[src/rtl/uart_rx_pkg.sv]
// Shared types, constants and helpers for the UART receiver.
package uart_rx_pkg;

   typedef enum logic [2:0] {
      IDLE,
      START,
      DATA,
      PARITY,
      STOP
   } rx_state_e;

   localparam int EDGE_W = 6;

   localparam logic [EDGE_W-1:0] PRESC_8  = 6'd8;
   localparam logic [EDGE_W-1:0] PRESC_16 = 6'd16;
   localparam logic [EDGE_W-1:0] PRESC_32 = 6'd32;

   // Any prescale other than 16 or 32 falls back to 8.
   function automatic logic [EDGE_W-1:0] legal_prescale(input logic [EDGE_W-1:0] p);
      case (p)
         PRESC_16: return PRESC_16;
         PRESC_32: return PRESC_32;
         default:  return PRESC_8;
      endcase
   endfunction

   // 2-of-3 majority vote.
   function automatic logic maj3(input logic a, input logic b, input logic c);
      return (a & b) | (a & c) | (b & c);
   endfunction

endpackage

[src/rtl/uart_rx_sampler.sv]
// Per-bit edge counter and 3-tap majority sampler around the bit centre.
module uart_rx_sampler
   import uart_rx_pkg::*;
(
   input  logic              i_clk,
   input  logic              i_rst_n,
   input  logic              i_en,
   input  logic [EDGE_W-1:0] i_prescale,
   input  logic              i_rx,
   output logic              o_sampled_bit,
   output logic              o_bit_done
);

   localparam logic [EDGE_W-1:0] ONE = 1;

   logic [EDGE_W-1:0] r_edge_cnt;
   logic [1:0]        r_taps;
   logic              r_bit;
   logic [EDGE_W-1:0] w_half;
   logic [EDGE_W-1:0] w_last;

   assign w_half        = i_prescale >> 1;
   assign w_last        = i_prescale - ONE;
   assign o_bit_done    = i_en && (r_edge_cnt == w_last);
   assign o_sampled_bit = r_bit;

   // Edge counter: runs 0..P-1 while a frame is active, parked at 0 otherwise.
   always_ff @(posedge i_clk or negedge i_rst_n) begin
      if (!i_rst_n)
         r_edge_cnt <= '0;
      else if (!i_en || (r_edge_cnt == w_last))
         r_edge_cnt <= '0;
      else
         r_edge_cnt <= r_edge_cnt + ONE;
   end

   // Capture the two early taps, then register the vote on the third tap.
   always_ff @(posedge i_clk or negedge i_rst_n) begin
      if (!i_rst_n) begin
         r_taps <= '0;
         r_bit  <= 1'b0;
      end else if (i_en) begin
         if (r_edge_cnt == (w_half - ONE))
            r_taps[0] <= i_rx;
         if (r_edge_cnt == w_half)
            r_taps[1] <= i_rx;
         if (r_edge_cnt == (w_half + ONE))
            r_bit <= maj3(r_taps[0], r_taps[1], i_rx);
      end
   end

endmodule

[src/rtl/uart_rx.sv]
// UART receiver: FSM, bit counter, deserialiser and parity/stop checks.
module uart_rx
   import uart_rx_pkg::*;
#(
   parameter int DATA_SIZE = 8
) (
   input  logic                 CLK,
   input  logic                 RST,
   input  logic                 RX_IN,
   input  logic [5:0]           Prescale,
   input  logic                 PAR_EN,
   input  logic                 PAR_TYP,
   output logic [DATA_SIZE-1:0] P_DATA,
   output logic                 Data_Valid,
   output logic                 Par_Err,
   output logic                 Stp_Err
);

   localparam int              BIT_W    = (DATA_SIZE > 1) ? $clog2(DATA_SIZE) : 1;
   localparam logic [BIT_W-1:0] LAST_BIT = BIT_W'(DATA_SIZE - 1);
   localparam logic [BIT_W-1:0] ONE_B    = 1;

   rx_state_e            r_state;
   rx_state_e            w_next;
   logic [EDGE_W-1:0]    r_prescale;
   logic [EDGE_W-1:0]    w_prescale;
   logic                 r_par_en;
   logic                 r_par_typ;
   logic                 r_par_pend;
   logic [BIT_W-1:0]     r_bit_cnt;
   logic [DATA_SIZE-1:0] r_shift;
   logic                 w_start;
   logic                 w_en;
   logic                 w_sample;
   logic                 w_bit_done;
   logic                 w_par_exp;

   assign w_start    = (r_state == IDLE) && !RX_IN;
   assign w_en       = (r_state != IDLE) || !RX_IN;
   // In IDLE the live setting is used so the first counted edge already agrees with the latch.
   assign w_prescale = (r_state == IDLE) ? legal_prescale(Prescale) : r_prescale;
   assign w_par_exp  = (^r_shift) ^ r_par_typ;

   uart_rx_sampler u_sampler (
      .i_clk         (CLK),
      .i_rst_n       (RST),
      .i_en          (w_en),
      .i_prescale    (w_prescale),
      .i_rx          (RX_IN),
      .o_sampled_bit (w_sample),
      .o_bit_done    (w_bit_done)
   );

   // State register.
   always_ff @(posedge CLK or negedge RST) begin
      if (!RST)
         r_state <= IDLE;
      else
         r_state <= w_next;
   end

   // Next-state logic; every transition out of a busy state happens at the end of a bit.
   always_comb begin
      w_next = r_state;
      case (r_state)
         IDLE:   if (!RX_IN) w_next = START;
         START:  if (w_bit_done) w_next = w_sample ? IDLE : DATA;
         DATA:   if (w_bit_done && (r_bit_cnt == LAST_BIT)) w_next = r_par_en ? PARITY : STOP;
         PARITY: if (w_bit_done) w_next = STOP;
         STOP:   if (w_bit_done) w_next = IDLE;
         default: w_next = IDLE;
      endcase
   end

   // Latch the frame configuration when a start edge is seen.
   always_ff @(posedge CLK or negedge RST) begin
      if (!RST) begin
         r_prescale <= PRESC_8;
         r_par_en   <= 1'b0;
         r_par_typ  <= 1'b0;
      end else if (w_start) begin
         r_prescale <= legal_prescale(Prescale);
         r_par_en   <= PAR_EN;
         r_par_typ  <= PAR_TYP;
      end
   end

   // Data bit counter and LSB-first shift register.
   always_ff @(posedge CLK or negedge RST) begin
      if (!RST) begin
         r_bit_cnt <= '0;
         r_shift   <= '0;
      end else if (r_state != DATA) begin
         r_bit_cnt <= '0;
      end else if (w_bit_done) begin
         r_bit_cnt <= (r_bit_cnt == LAST_BIT) ? '0 : r_bit_cnt + ONE_B;
         r_shift   <= {w_sample, r_shift[DATA_SIZE-1:1]};
      end
   end

   // Parity check held until the stop bit, then one-cycle result strobes.
   always_ff @(posedge CLK or negedge RST) begin
      if (!RST) begin
         r_par_pend <= 1'b0;
         P_DATA     <= '0;
         Data_Valid <= 1'b0;
         Par_Err    <= 1'b0;
         Stp_Err    <= 1'b0;
      end else begin
         Data_Valid <= 1'b0;
         Par_Err    <= 1'b0;
         Stp_Err    <= 1'b0;
         if (w_start)
            r_par_pend <= 1'b0;
         if (w_bit_done && (r_state == PARITY))
            r_par_pend <= (w_sample != w_par_exp);
         if (w_bit_done && (r_state == STOP)) begin
            Stp_Err <= !w_sample;
            Par_Err <= r_par_pend;
            if (w_sample && !r_par_pend) begin
               P_DATA     <= r_shift;
               Data_Valid <= 1'b1;
            end
         end
      end
   end

endmodule
[config.mk]
export PLATFORM = sky130hd
export DESIGN_NAME = uart_rx
export DESIGN_NICKNAME = d
export VERILOG_FILES = /design/src/rtl/uart_rx_pkg.sv /design/src/rtl/uart_rx_sampler.sv /design/src/rtl/uart_rx.sv
export SDC_FILE = /design/constraint.sdc
export NUM_CORES = 1
export LEC_CHECK = 0
export CORE_UTILIZATION = 55
export DETAILED_ROUTE_END_ITERATION = 8
export PLACE_DENSITY = 0.85
export SLEW_MARGIN = 40
export SYNTH_ARGS = -nofsm -noshare
export SYNTH_HDL_FRONTEND = slang
export SYNTH_SLANG_ARGS = --single-unit
[constraint.sdc]
create_clock -name CLK -period 3.55 [get_ports CLK]
set_input_delay 0.71 -clock CLK [delete_from_list [all_inputs] [get_ports CLK]]
set_output_delay 0.71 -clock CLK [all_outputs]
set_load 0.01 [all_outputs]
# Word level (Yosys, flattened, before mapping)
# Cells that the tools add are included.
[totals]
reg_bits = 43
word_cells = 88
[classes]
bitwise = 7
eq_ne = 18
mux = 20
n_reduce_logical = 23
add_sub_neg = 5
[ops]
columns = ["cell", "n"]
rows = [
  ["3-bit 2-to-1 mux", 9],
  ["6-bit equality test", 3],
  ["3-bit case mux with 5 select lines", 1],
  ["6-bit 2-to-1 mux", 2],
  ["6-bit case mux with 2 select lines", 1],
  ["2-bit inequality test, second input constant", 5],
  ["2-bit AND reduction", 5],
  ["8-bit XOR reduction", 1],
  ["5-bit by 1-bit adder with 6-bit output, second input constant", 1],
  ["6-bit by 1-bit adder with 6-bit output, second input constant", 1],
  ["3-bit by 2-bit equality test with 1-bit output, second input constant", 2],
  ["3-bit equality test, second input constant", 2],
  ["6-bit by 5-bit equality test with 1-bit output", 1],
  ["6-bit by 5-bit equality test with 1-bit output, second input constant", 1],
  ["6-bit equality test, second input constant", 1],
  ["1-bit logical AND", 6],
  ["1-bit 2-to-1 mux", 6],
  ["5-bit by 1-bit subtractor with 6-bit output, second input constant", 1],
  ["6-bit by 1-bit subtractor with 6-bit output, second input constant", 1],
  ["5-bit AND reduction", 1],
  ["1-bit logical NOT", 4],
  ["2-bit nonzero test", 2],
  ["3-bit by 1-bit adder with 3-bit output, second input constant", 1],
  ["1-bit AND", 3],
  ["other kinds (10)", 12],
]

# Logic depth before layout (Yosys ltp)
# Gate-level depths: netlist of the first run.
[logic_depth]
word_depth = 9
mapped_depth = 12

# Modules after synthesis
# Synthesis of the first run repeated with hierarchy kept, for this count alone.
[hier_totals]
cells_unflattened = 222
hier_area_um2 = 2417.3
[by_module_without_submodules]
columns = ["mod", "area_per_inst_um2", "seq_area_each_um2", "n_inst", "cells_per_inst"]
rows = [
  ["uart_rx", 1446.4, 777.0, 1, 113],
  ["uart_rx_sampler", 970.9, 225.2, 1, 109],
]

# Least setup slack after synthesis of the first run
# No wires, ideal clock.
[synth_timing]
path_type = "in2reg"
from = "input Prescale[1]"
to = "register P_DATA[0]"
t_arrival_ps = 3316
path_slack_ps = 109
cell_stages = 9
setup_ps = 125
t_required_ps = 3425
path_cell_list = "or4_4 -> a21oi_1 -> o21a_1 -> ha_1 -> xor2_1 -> xnor2_1 -> a211o_1 -> nor4b_4 -> mux2_2"
[synth_between]
elab_chain_cells = 8
elab_cells_between_ends = 9
classes_between = "1 x add/sub; 3 x eq/ne; 2 x mux; 3 x reduce/logical"
[synth_rtl]
columns = ["element", "line", "text"]
rows = [
  ["from (decl)", "uart_rx.sv:10", "input logic [5:0] Prescale,"],
  ["6-bit equality test or 6-bit by 5-bit equality test with 1-bit output (tied branches)", "uart_rx_pkg.sv:20", "case (p)"],
  ["6-bit case mux with 2 select lines *", "uart_rx_pkg.sv:20", ""],
  ["6-bit 2-to-1 mux *", "uart_rx.sv:41", "assign w_prescale = (r_state == IDLE) ? legal_prescale(Prescale) : r_prescale;"],
  ["6-bit by 1-bit subtractor with 6-bit output *", "uart_rx_sampler.sv:23", "assign w_last = i_prescale - ONE;"],
  ["6-bit equality test *", "uart_rx_sampler.sv:24", "assign o_bit_done = i_en && (r_edge_cnt == w_last);"],
  ["1-bit logical AND *", "uart_rx_sampler.sv:24", ""],
  ["1-bit logical AND *", "uart_rx.sv:117", "if (w_bit_done && (r_state == STOP)) begin"],
  ["2-bit AND reduction (no line) *", "n/a", ""],
  ["to (signal assigned)", "uart_rx.sv:121", "P_DATA <= r_shift;"],
  ["to (decl)", "uart_rx.sv:13", "output logic [DATA_SIZE-1:0] P_DATA,"],
]
# Every way passes the cells marked *; elsewhere a longest branch is shown, timed or not.
# A chain may end at the register's enable or synchronous reset.

# Final worst setup path of the first run
[layout_timing]
from = "input Prescale[3]"
to = "register P_DATA[0]"
# The elaborated chain is that of the path after synthesis.

==> results of run 1 <==
worst max-delay path: stages:
cell,delay (ps)
clkdlybuf4s50_1,420
or4_4,520
nor3_2,130
a21oi_1,100
ha_4,300
xor2_1,150
nand3_1,130
a211o_1,360
nor4b_4,330
buf_2,200
mux2_2,340
Yosys cell counts, types with 4 or more instances:
master | n | area (µm²)
dfrtp_1 | 39 | 976
nor2_1 | 15 | 56.3
xnor2_1 | 14 | 123
nand2_1 | 16 | 60.1
inv_1 | 4 | 15.0
clkbuf_1 | 6 | 22.5
xor2_1 | 7 | 61.3
ha_1 | 6 | 75.1
a21oi_1 | 7 | 35.0
mux2_2 | 19 | 214
nor3_1 | 5 | 25.0
nand2b_1 | 4 | 25.0
o21ai_0 | 9 | 45.0
nand3_1 | 9 | 45.0
stage by stage:
step / std cells / setup TNS, ps / utilization, %
2_1_floorplan: 204 / 0 / -
3_3_place_gp: 275 / -2870 / 66.5
3_5_place_dp: 275 / -3940 / 66.5
4_1_cts: 282 / 0 / 68.7
5_1_grt: 286 / -141 / 70.7
6_report: 286 / 0 / 70.7
kinds of logic (layout without fill, tap and decap cells):
family | count (synthesis) | count (layout) | share of synthesized area [%]
muxes | 20 | 20 | 10.5
DFF | 40 | 40 | 46.8
AOI/OAI and AO/OA | 34 | 34 | 10.5
adders and majority gates | 7 | 7 | 3.98
buffers and inverters | 13 | 47 | 2.40
xor gates and xnor gates | 21 | 21 | 8.60
and+or+nand+nor | 69 | 69 | 17.3
area by class of cell:
class	instances	area [µm²]	area share, %
well taps	48	60.1	2.30
repair buffers	36	334	12.8
multi-input cells	151	1110	42.8
flip-flops and latches	40	1000	38.4
clock buffers	5	68.8	2.64
inverters	4	15.0	0.576
clock inverters	2	12.5	0.480
registers in the layout (all words and copies together), names as in the netlist:
name	cells
Data_Valid	1
r_par_typ	1
r_bit_cnt	3
r_par_en	1
u_sampler.r_taps	2
Par_Err	1
r_state	3
r_par_pend	1
u_sampler.r_edge_cnt	6
u_sampler.o_sampled_bit	1
P_DATA	8
Stp_Err	1
r_prescale	3
r_shift	8
power breakdown:
| part | internal (mW) | switching (mW) |
|---|---|---|
| combinational | 0.284 | 0.270 |
| sequential | 0.543 | 0.128 |
| clock | 0.133 | 0.145 |
final timing paths:
path | depth (start not counted) | to | slack (ps)
setup / recovery | 11 | P_DATA[0] | 30
hold / removal | 1 | r_bit_cnt[0] | 380
setup reg to reg | 10 | P_DATA[0] | 320
hold reg to reg | 1 | P_DATA[6] | 510
max in group asynchronous | 1 | r_prescale[3] | 2800
min in group CLK | 1 | P_DATA[6] | 510
per-layer routing:
layer,share of wire [%],global-route usage [%]
met5,0,0
met4,1.1,6.94
met3,3.5,5.36
met2,50,37.0
met1,45,30.3
repair_timing:
| item | CTS | global route |
|---|---|---|
| buffers inserted | 0 | 3 |
| gates resized for setup | 0 | 9 |
| endpoints found under the setup margin | 0 | 17 |
==> reports/results.ini, run 1 <==
[status]
outcome=finished clean

[logic_synthesis]
synth.distinct_cells=44
yosysSeqAreaShare_pct=46.8
syn_area_mm2=0.00214
synth_enable_flop_cells=0
synth.avg_cell_area_um2=10.5
syn_nets=221
synth_ff_type=dfrtp_1
syn_inst=204
ys_async_sr_fraction_pct=100
ys_ff_latch=40
synth-warning-count=0

[clock_network]
clkTransAtPathRegs_ps=70
numCtsBuffers=5
clockBufferDepth=2
clkSinkCount=40
cts_root_buf=clkbuf_8
clk_latency_ps=280
postCtsHoldBufs=0
cts_tree=done
h-tree-depth=2

[floorplan]
die_h_um=64.4
coreArea_mm2=0.00369
num_rows=22
start_util_pct=58.0
dieWidth_um=64.4
io_pins=22
dieArea_mm2=0.00414

[pwr]
power.density_mw_per_mm2=576
power_mw=1.50
p_leak_nw=1.14
ir_drop_mv=0.416

[setup_path]
critical_path_required_ps=3720
crit_start=Prescale[3]
startpoint_type=primary input
critPathMaxFanout=4
cp-end-kind=register
crit_arrival_ps=3690
crit_type=in -> reg
reg2reg_from=r_state[2]

[drt]
antenna_left=0
drt-total-wl_mm=4.35
wl_per_cell_um=15.2
drc=0
vias=1633
vias_per_cell=5.71
drtIter0Drc=137
drt_first_pass_iters=4

[place]
numPortBuffers=21
dp_hpwl_mm=3.07
dpl-instance-area_mm2=0.00245
pre_cts_ws_ps=-244
finalWeightedCongestion=0.863

[sta]
hold_viol_final=0
fin_skew_ps=5.79
drv_slew=0
timing.fmax_mhz=284
max_slew_margin_pct=62.6
period_share_pct=99.2
fin_ws_ps=29.1
setup_violations=0
period_needed_ps=3520
tightest_slew_ps=558
hold_ws_ps=384

[hold_path]
holdCritPathClass=in -> async

[global_routing]
grt_pass1_wl_mm=7.25
grt_antenna_before_repair=0
track_usage_pct=22.9
grt_pass1_vias=1560
globalRouteOverflowTotal=0
grt_max_degree=41

[cells_and_area]
nFillCells=266
drive_above_1_share_pct=21.4
fin_nets=255
syn_to_final_growth_pct=21.9
final_common_cell=dfrtp_1
diodes=0
final_cell_mix=dfrtp_1, mux2_2, clkdlybuf4s50_1, nand2_1, nor2_1
final_cell_area_mm2=0.00261

[job]
drv_cap=0

No activity file was read; power rests on OpenSTA's default activity.
==> run 2: changes to the inputs <==
--- a/config.mk
+++ b/config.mk
@@ -5,9 +5,9 @@
 export SDC_FILE = /design/constraint.sdc
 export NUM_CORES = 1
 export LEC_CHECK = 0
-export CORE_UTILIZATION = 55
+export CORE_UTILIZATION = 51
 export DETAILED_ROUTE_END_ITERATION = 8
-export PLACE_DENSITY = 0.85
+export PLACE_DENSITY = 0.83
 export SLEW_MARGIN = 40
 export SYNTH_ARGS = -nofsm -noshare
 export SYNTH_HDL_FRONTEND = slang
==> constraint.sdc (replaced) <==
create_clock -name CLK -period 2.85 [get_ports CLK]
set_input_delay 0.57 -clock CLK [delete_from_list [all_inputs] [get_ports CLK]]
set_output_delay 0.57 -clock CLK [all_outputs]
set_load 0.01 [all_outputs]
==> run 2 against run 1 <==
Against the previous run:
- the run now ends with setup timing left
- final cell count up 7.7%
- wire length up 28%
- global-route usage up 2.5 points
- clock-buffer cell count up 1
- sequential power up 26%
- hold slack worse by 160 ps
- design area up 10%
- critical path depth unchanged
- worst setup slack worse by 270 ps
- sequential share of layout area down 3.6 points
- first-iteration DRC count up 4.4%
- critical endpoint is now P_DATA[5]
==> reports/results.ini, run 2 (synthesis results as in run 1) <==
[cells_and_area]
final_common_cell=dfrtp_1
drive_above_1_share_pct=29.8  ; +8.4 points
top_regs=P_DATA x8, r_shift x8, u_sampler.r_edge_cnt x6
syn_to_final_growth_pct=34.4
final_cell_area_mm2=0.00288  ; +10%
diodes=0  ; unchanged
final_cell_mix=dfrtp_1, buf_4, nand2_1, mux2_4, nor2_1
fin_nets=274  ; +7.5%

[setup_path]
cp_slowest_cell=or4_4
crit_path_cell_trace=buf_6 > or4_4 > a21oi_4 > o21a_1 > ha_4 > xor2_1 > xnor2_1 > a211o_1 > nor4b_4 > buf_4 > mux2_4
reg2reg_from=r_state[0]
reg2reg_to=P_DATA[5]
crit_type=in -> reg
worst_path_largest_cell_delay_ps=560  ; +40 ps
critPathMaxFanout=4  ; unchanged
crit_arrival_ps=3280  ; -410 ps
reg2reg_slack_ps=-140  ; -460 ps
reg2reg_depth=10  ; unchanged
critical_path_required_ps=3040  ; -680 ps
startpoint_type=primary input
cp-end-kind=register

[floorplan]
die_h_um=66.8  ; +3.7%
start_util_pct=53.5  ; -4.5 points
coreArea_mm2=0.00400  ; +8.4%
num_rows=23  ; +4.5%
io_pins=22  ; unchanged
dieArea_mm2=0.00446  ; +7.6%
dieWidth_um=66.8  ; +3.7%

[pwr]
power_mw=2.12  ; +41%
power.density_mw_per_mm2=736  ; +28%
ir_drop_mv=0.572  ; +37%
p_leak_nw=1.27  ; +11%

[global_routing]
grt_pass1_wl_mm=8.16  ; +13%
grt_pass1_vias=1711  ; +9.7%
globalRouteOverflowTotal=0  ; unchanged
grt_max_degree=41  ; unchanged
grt_antenna_before_repair=0  ; unchanged
track_usage_pct=25.3  ; +2.5 points

[sta]
setup_violations=17  ; +17
period_share_pct=108
fin_skew_ps=12.0  ; +6.25 ps
max_slew_margin_pct=66.4  ; +3.8 points
tightest_slew_ps=504  ; -54.1 ps
fin_ws_ps=-239  ; -268 ps
rsz0062_at_grt=true
fin_tns_setup_ps=-3720  ; -3720 ps
hold_viol_final=0  ; unchanged
drv_slew=0  ; unchanged
timing.fmax_mhz=324
period_needed_ps=3090

[clock_network]
clk_latency_ps=310  ; +30 ps
postCtsHoldBufs=0  ; unchanged
clockBufferDepth=2  ; unchanged
cts_tree=done
numCtsBuffers=5  ; unchanged
h-tree-depth=2  ; unchanged
clkTransAtPathRegs_ps=90  ; +20 ps
cts_root_buf=clkbuf_8
clkSinkCount=40  ; unchanged

[hold_path]
holdCritPathClass=in -> async

[status]
outcome=complete, but fails checks
violations=setup timing

[drt]
drc=0  ; unchanged
wl_per_cell_um=18.1  ; +19%
antenna_left=0  ; unchanged
vias=1805  ; +11%
drt-total-wl_mm=5.57  ; +28%
drtIter0Drc=143  ; +4.4%
drt_first_pass_iters=5  ; +1
vias_per_cell=5.86  ; +2.6%

[place]
numPortBuffers=21  ; unchanged
dp_hpwl_mm=3.30  ; +7.4%
finalWeightedCongestion=0.917  ; +6.2%
dpl-instance-area_mm2=0.00257  ; +4.7%

[job]
drv_cap=0  ; unchanged

## run 2: cell count changes in the layout (fill, tap and decap cells not counted), sizes merged
cell / change
clkdlybuf4s50: -4
clkdlybuf4s15: +1
dlymetal6s2s: -2
clkbuf: +1
dlygate4sd2: +2
clkinvlp: -1
bufinv: +1
buf: +22
## run 2: per-layer routing
metal | track usage (%) | up-vias | wire, µm
met4 | 13.0 | 0 | 148
li1 | - | 826 | -
met5 | 0 | - | 0
met3 | 5.31 | 18 | 320
met2 | 39.6 | 74 | 2710
met1 | 32.6 | 887 | 2390
## run 2: how the worst max path moves through the flow
stage,startpoint,end,depth (start not counted),slack [ps]
floorplan,Prescale[1],P_DATA[0],9,-370
detailed placement,Prescale[1],P_DATA[4],11,-860
CTS,Prescale[2],P_DATA[5],11,-160
global placement,Prescale[1],P_DATA[5],11,-760
finish,Prescale[2],P_DATA[5],11,-240
global route,Prescale[2],P_DATA[5],11,-240
## run 2: power breakdown
group | internal (mW) | switching [mW]
clock | 0.287 | 0.217
sequential | 0.676 | 0.171
combinational | 0.380 | 0.386
total | 1.34 | 0.774
## run 2: repair_timing
action | 4_1_cts | 5_1_grt
pin swaps | 6 | 4
gates cloned | 1 | 0
buffers inserted | 4 | 6
setup endpoints to repair | 33 | 17
gates resized for setup | 35 | 8
## run 2: layout make-up
type	instances	area (µm²)
Fill cell	262	1120
Clock buffer	6	82.6
Inverter	4	15.0
Tap cell	50	62.6
Timing Repair Buffer	55	475
Multi-Input combinational cell	151	1200
Sequential cell	40	1000
Clock inverter	2	38.8
## run 2: metrics by stage
| stage | worst slack, ps | utilization [%] | std cells | hold slack (ps) |
|---|---|---|---|---|
| final | -239 | 71.9 | 308 | 220 |
| after global routing | -243 | 71.9 | 308 | 263 |
| after CTS | -156 | 69.8 | 302 | 249 |
| after detailed placement | -863 | 64.2 | 289 | 492 |
| after global placement | -763 | 64.2 | 289 | 489 |
| after floorplan | -372 | - | 204 | 274 |
## run 2: critical path, delay by kind of cell
kind	cells	cell delay, ps
XOR/XNOR	2	350
adder cells (fa/ha/maj)	1	150
AND/OR/NAND/NOR	2	940
multiplexers	1	300
AO/OA/AOI/OAI	3	660
buffers and inverters	2	310
